`src/rtl/adc_resp_pkg.sv`:
```
// Shared types and constants for the emulated LTC2308 SPI responder.
// Config word layout is {S/D, O/S, S1, S0, UNI, SLP}.
package adc_resp_pkg;

  typedef enum logic [1:0] {
    IDLE,
    CONV,
    SHIFT
  } state_t;

  localparam int CFG_BITS = 6;
  localparam int NUM_CH   = 8;

  localparam int SD  = 5;
  localparam int OS  = 4;
  localparam int S1  = 3;
  localparam int S0  = 2;
  localparam int UNI = 1;
  localparam int SLP = 0;

  localparam logic [3:0] ADDR_CH0  = 4'd0;
  localparam logic [3:0] ADDR_CH7  = 4'd7;
  localparam logic [3:0] ADDR_RAMP = 4'd8;

  function automatic logic [2:0] sel_ch(
    input logic [CFG_BITS-1:0] cfg
  );
    return {cfg[S1], cfg[S0], cfg[OS]};
  endfunction

endpackage

```
`src/rtl/sync_edge_detect.sv`:
```
// Multi-flop synchronizer for an asynchronous pin with registered
// rise/fall pulses; level is the synchronized value.
module sync_edge_detect #(
  parameter int SYNC_STAGES = 2
) (
  input  logic clk,
  input  logic reset,
  input  logic din,
  output logic level,
  output logic rise,
  output logic fall
);

  logic [SYNC_STAGES-1:0] chain;
  logic                   prev;

  always_ff @(posedge clk or posedge reset) begin
    if (reset) begin
      chain <= '0;
      prev  <= 1'b0;
      rise  <= 1'b0;
      fall  <= 1'b0;
    end else begin
      chain <= {chain[SYNC_STAGES-2:0], din};
      prev  <= chain[SYNC_STAGES-1];
      rise  <= chain[SYNC_STAGES-1] & ~prev;
      fall  <= ~chain[SYNC_STAGES-1] & prev;
    end
  end

  assign level = chain[SYNC_STAGES-1];

endmodule

```
`src/rtl/adc_spi_responder.sv`:
```
// LTC2308-style ADC emulator: Avalon-written channel samples shifted out
// over SPI. Define ADC_RESP_RAMP_EN for the free-running ramp sample source.
module adc_spi_responder
  import adc_resp_pkg::*;
#(
  parameter int DATA_BITS   = 12,
  parameter int CONV_CYCLES = 80,
  parameter int SYNC_STAGES = 2
) (
  input  logic                sys_clk,
  input  logic                reset,
  input  logic                chipselect,
  input  logic                write,
  input  logic [3:0]          addr,
  input  logic [31:0]         writedata,
  input  logic                adc_convst,
  input  logic                adc_sck,
  input  logic                adc_sdi,
  output logic                adc_sdo,
  output logic [CFG_BITS-1:0] cfg_word,
  output logic                frame_done
);

  localparam int CW = $clog2(CONV_CYCLES + 1);
  localparam int BW = $clog2(DATA_BITS + 1);

  logic convst_lvl, convst_rise, convst_fall;
  logic sck_lvl, sck_rise, sck_fall;
  logic sdi_lvl, sdi_rise, sdi_fall;

  sync_edge_detect #(.SYNC_STAGES(SYNC_STAGES)) u_convst (
    .clk   (sys_clk),
    .reset (reset),
    .din   (adc_convst),
    .level (convst_lvl),
    .rise  (convst_rise),
    .fall  (convst_fall)
  );

  sync_edge_detect #(.SYNC_STAGES(SYNC_STAGES)) u_sck (
    .clk   (sys_clk),
    .reset (reset),
    .din   (adc_sck),
    .level (sck_lvl),
    .rise  (sck_rise),
    .fall  (sck_fall)
  );

  sync_edge_detect #(.SYNC_STAGES(SYNC_STAGES)) u_sdi (
    .clk   (sys_clk),
    .reset (reset),
    .din   (adc_sdi),
    .level (sdi_lvl),
    .rise  (sdi_rise),
    .fall  (sdi_fall)
  );

  logic unused;
  assign unused = ^{convst_lvl, convst_fall, sck_lvl,
                    sdi_rise, sdi_fall, writedata[31:DATA_BITS]};

  state_t                state;
  logic [DATA_BITS-1:0]  chan_reg [NUM_CH];
  logic [DATA_BITS-1:0]  shreg;
  logic [CW-1:0]         conv_cnt;
  logic [BW-1:0]         bit_cnt;
  logic [2:0]            cfg_cnt;
  logic [CFG_BITS-1:0]   cfg_sh;
  logic                  cfg_pend;
  logic                  cfg_full;
  logic                  wr_en;
  logic [DATA_BITS-1:0]  sample;

`ifdef ADC_RESP_RAMP_EN
  logic                  ramp_mode;
  logic [DATA_BITS-1:0]  ramp_cnt;
`endif

  assign wr_en    = chipselect & write;
  assign cfg_full = (cfg_cnt == 3'(CFG_BITS));

  // A fully captured config is the one in effect for the next sample,
  // whether or not its commit cycle has happened yet.
  always_comb begin
    sample = chan_reg[sel_ch(cfg_full ? cfg_sh : cfg_word)];
`ifdef ADC_RESP_RAMP_EN
    if (ramp_mode) sample = ramp_cnt;
`endif
  end

  always_ff @(posedge sys_clk or posedge reset) begin
    if (reset) begin
      state      <= IDLE;
      for (int i = 0; i < NUM_CH; i++) chan_reg[i] <= '0;
      shreg      <= '0;
      conv_cnt   <= '0;
      bit_cnt    <= '0;
      cfg_cnt    <= '0;
      cfg_sh     <= '0;
      cfg_pend   <= 1'b0;
      cfg_word   <= '0;
      adc_sdo    <= 1'b0;
      frame_done <= 1'b0;
`ifdef ADC_RESP_RAMP_EN
      ramp_mode  <= 1'b0;
      ramp_cnt   <= '0;
`endif
    end else begin
      frame_done <= 1'b0;

      if (wr_en && addr >= ADDR_CH0 && addr <= ADDR_CH7)
        chan_reg[addr[2:0]] <= writedata[DATA_BITS-1:0];
`ifdef ADC_RESP_RAMP_EN
      if (wr_en && addr == ADDR_RAMP)
        ramp_mode <= writedata[0];
`endif

      if (cfg_pend) begin
        cfg_word <= cfg_sh;
        cfg_pend <= 1'b0;
      end

      unique case (state)
        IDLE: begin
          adc_sdo <= 1'b0;
          if (convst_rise) begin
            shreg    <= sample;
            conv_cnt <= CW'(CONV_CYCLES - 1);
            state    <= CONV;
          end
        end

        CONV: begin
          adc_sdo <= 1'b0;
          if (conv_cnt == '0) begin
            adc_sdo <= shreg[DATA_BITS-1];
            shreg   <= shreg << 1;
            bit_cnt <= BW'(1);
            cfg_cnt <= '0;
            state   <= SHIFT;
          end else begin
            conv_cnt <= conv_cnt - CW'(1);
          end
        end

        SHIFT: begin
          if (convst_rise) begin
            if (cfg_full) cfg_word <= cfg_sh;
            cfg_pend <= 1'b0;
            adc_sdo  <= 1'b0;
            shreg    <= sample;
            conv_cnt <= CW'(CONV_CYCLES - 1);
            state    <= CONV;
          end else begin
            if (sck_rise && cfg_cnt < 3'(CFG_BITS)) begin
              cfg_sh  <= {cfg_sh[CFG_BITS-2:0], sdi_lvl};
              cfg_cnt <= cfg_cnt + 3'd1;
              if (cfg_cnt == 3'(CFG_BITS - 1)) cfg_pend <= 1'b1;
            end
            if (sck_fall) begin
              if (bit_cnt < BW'(DATA_BITS)) begin
                adc_sdo <= shreg[DATA_BITS-1];
                shreg   <= shreg << 1;
                bit_cnt <= bit_cnt + BW'(1);
              end else begin
                adc_sdo    <= 1'b0;
                frame_done <= 1'b1;
                state      <= IDLE;
`ifdef ADC_RESP_RAMP_EN
                ramp_cnt   <= ramp_cnt + DATA_BITS'(1);
`endif
              end
            end
          end
        end

        default: state <= IDLE;
      endcase
    end
  end

endmodule
```
`config.mk`:
```
export PLATFORM = sky130hd
export DESIGN_NAME = adc_spi_responder
export DESIGN_NICKNAME = d
export VERILOG_FILES = /design/src/rtl/adc_resp_pkg.sv /design/src/rtl/sync_edge_detect.sv /design/src/rtl/adc_spi_responder.sv
export SDC_FILE = /design/constraint.sdc
export NUM_CORES = 1
export LEC_CHECK = 0
export BUFFER_PORTS_ARGS = -buffer_cell sky130_fd_sc_hd__buf_2
export CORE_MARGIN = 2
export CORE_UTILIZATION = 50
export CTS_CLUSTER_DIAMETER = 30
export DETAILED_ROUTE_END_ITERATION = 7
export GPL_TIMING_DRIVEN = 1
export PLACE_DENSITY = 0.65
export SLEW_MARGIN = 20
export SYNTH_ARGS = -nofsm -noshare
export SYNTH_HDL_FRONTEND = slang
export SYNTH_HIERARCHICAL = 1
export SYNTH_SLANG_ARGS = --single-unit
```
`constraint.sdc`:
```
create_clock -name sys_clk -period 6.75 [get_ports sys_clk]
set_input_delay 0.675 -clock sys_clk [delete_from_list [all_inputs] [get_ports sys_clk]]
set_output_delay 0.675 -clock sys_clk [all_outputs]
set_load 0.005 [all_outputs]
```
==> results.md <==
- Post-route DRC: 0
- CP Data Arrival Time: 3040 ps
- Worst-margin pin slew: 1030 ps
- Relative slew slack: 29.86%
- Crit start category: register
- Internal power: 1.836 mW
- Core Box Area: 13830 um^2
- Period utilization: 41.18%
- Resized Gates After CTS: 0
- DP HPWL: 9.648 mm
- RSZ-0062 raised after global routing: no
- Slew Viols, Final: 0
- CTS buffer count: 17
- Max reg flops: 96
- CTS H-Tree Depth: 4
- Mapped cell area: 7069 um^2
- Critical path data required time: 7010 ps
- Full die area: 15110 um^2
- Clock transition at path regs: 60 ps
- CP Max Fanout: 21
- Crit path buf inv count: 1
- Clock Skews: 6.148 ps
- GRT overflow: 0
- Cell mode on critical path: nand2_2
- GP Congestion: 0.8381
- Setup-failing EPs final: 0
- Footprint of the multi-input gates: 3143 um^2
- Sw frac: 29.60%
- CTS Hold Bufs: 0
- Fin util: 57.02%
- Crit path time final: 2780 ps
- Vias: 4582
- Chip Width: 122.9 um
- CP Capture Type: register
- Clk root buf: clkbuf_16
- Final WL: 14.82 mm
- R2R cell count: 7
- Postcts setup bufs: 0
- Sink Count: 150
- Antenna diode count: 0
- Syn nets: 630
- Worst-Skew Late Latency: 410 ps
- Achievable frequency: 0.3598 GHz
- Crit-path leading delay family: compound AO/OA/AOI/OAI gates
- Gate Count Post-Synth: 576
- Worst path depth: 7
- Hold WC Path Type: input port to async pin
- Share of cells above drive strength 1: 29.73%
- Final #Nets: 661
- Slowest cell on crit path: a21o_1
- Die height: 122.9 um
- First-pass GRT wire length: 24.83 mm
- Drt initial violations: 407
- Final Hold Viols: 0
- Initial antenna violation count: 0
- Leakage power: 3.606 nW
- Filler cells: 1153
- Worst ir drop on vdd: 0.1666 mV
- Crit path cell chain: inv_1, ha_1, nand2_2, a21o_1, nand2_2, o22ai_1, o31ai_1
- Number of global-route vias before repair: 4805
- Gate power share: 22.9%
- Power density cells: 330.8 nW/um^2
- Via density: 5.735
- Yosys warns: 6
- Setup CP Type: register to register
- Port Buffers: 30
- Row count: 43
- Outcome: complete, no violations
- Initial Util: 51.13%
- DRT antenna net count: 0
- Max cap viols: 0
- Max incr delay on CP: 860 ps
- P_sw: 772.0 uW
- Max Buffers Root-to-Sink: 2
- Synth-to-Final Area Change: 11.52%
- DR WL/cell: 18.55 um
- Clock power share: 31.5%
- Syn_area_per_cell: 12.27 um^2
- Setup tns final: 0 ps
- IO Count: 51
- Register area: 3754 um^2
- Largest net degree at the start of global routing: 84
- Drt pass-1 iters: 5
- Sequential power share: 45.6%
- Total GRT Usage: 21.80%
- TritonCTS clock tree: yes
-- placed cells by master (no fill, tap or decap), drive strengths merged, types with 3 or more instances in the layout --
cell type,count
a32o,9
nand3b,4
nand2,63
o21ai,19
buf,35
o21a,4
nor3,6
nor3b,4
nand3,9
o31ai,12
a31oi,6
o22ai,13
ha,11
mux2i,22
dfrtp,150
nor2,11
inv,16
nor2b,8
and3,6
mux2,129
clkinv,3
and2,13
a21oi,15
clkbuf,27
-- power groups by stage --
stage / Combinational, mW / Clock, mW / Sequential, mW
floorplan: 0.483 / 0 / 1.17
finish: 0.597 / 0.822 / 1.19
detailed placement: 0.597 / 0 / 1.20
global route: 0.668 / 0.877 / 1.21
CTS: 0.601 / 0.839 / 1.19
global placement: 0.576 / 0 / 1.19
-- worst paths after layout --
kind | startpoint | endpoint | slack [ps]
setup / recovery | cfg_cnt[0] | shreg[4] | 3970
hold / removal | reset | u_sdi/chain[0] | 160
setup reg to reg | cfg_cnt[0] | shreg[4] | 3970
hold reg to reg | u_convst/chain[0] | u_convst/chain[1] | 350
max in group asynchronous | reset | chan_reg[56] | 5270
min in group sys_clk | u_convst/chain[0] | u_convst/chain[1] | 350
-- layer usage --
layer	vias to the layer above	GRT usage [%]	routed length [um]
met4	0	7.830	205
met5	-	0	0
li1	2140	-	-
met3	13	4.013	531
met2	80	33.87	7092
met1	2349	30.78	6993
-- final cells by class --
| cell class | count | share of cell area [%] |
|---|---|---|
| Clock inverter | 4 | 0.2857 |
| Sequential cell | 150 | 47.61 |
| Tap cell | 180 | 2.857 |
| Inverter | 16 | 0.8253 |
| Clock buffer | 27 | 6.126 |
| Multi-Input combinational cell | 387 | 39.87 |
| Timing Repair Buffer | 35 | 2.428 |
-- stage by stage --
step / power (mW) / hold WS, ps / cell area, um^2 / cells / worst slack, ps
after floorplan: 1.650 / 331.2 / 7069 / 576 / 2350
after global placement: 1.765 / 332.2 / 7375 / 768 / 3951
after detailed placement: 1.801 / 340.2 / 7375 / 768 / 3986
after CTS: 2.629 / 148.0 / 7880 / 799 / 3956
after global routing: 2.759 / 151.1 / 7884 / 799 / 3748
final: 2.608 / 163.4 / 7884 / 799 / 3970
Power figures use the tool's default switching activity.
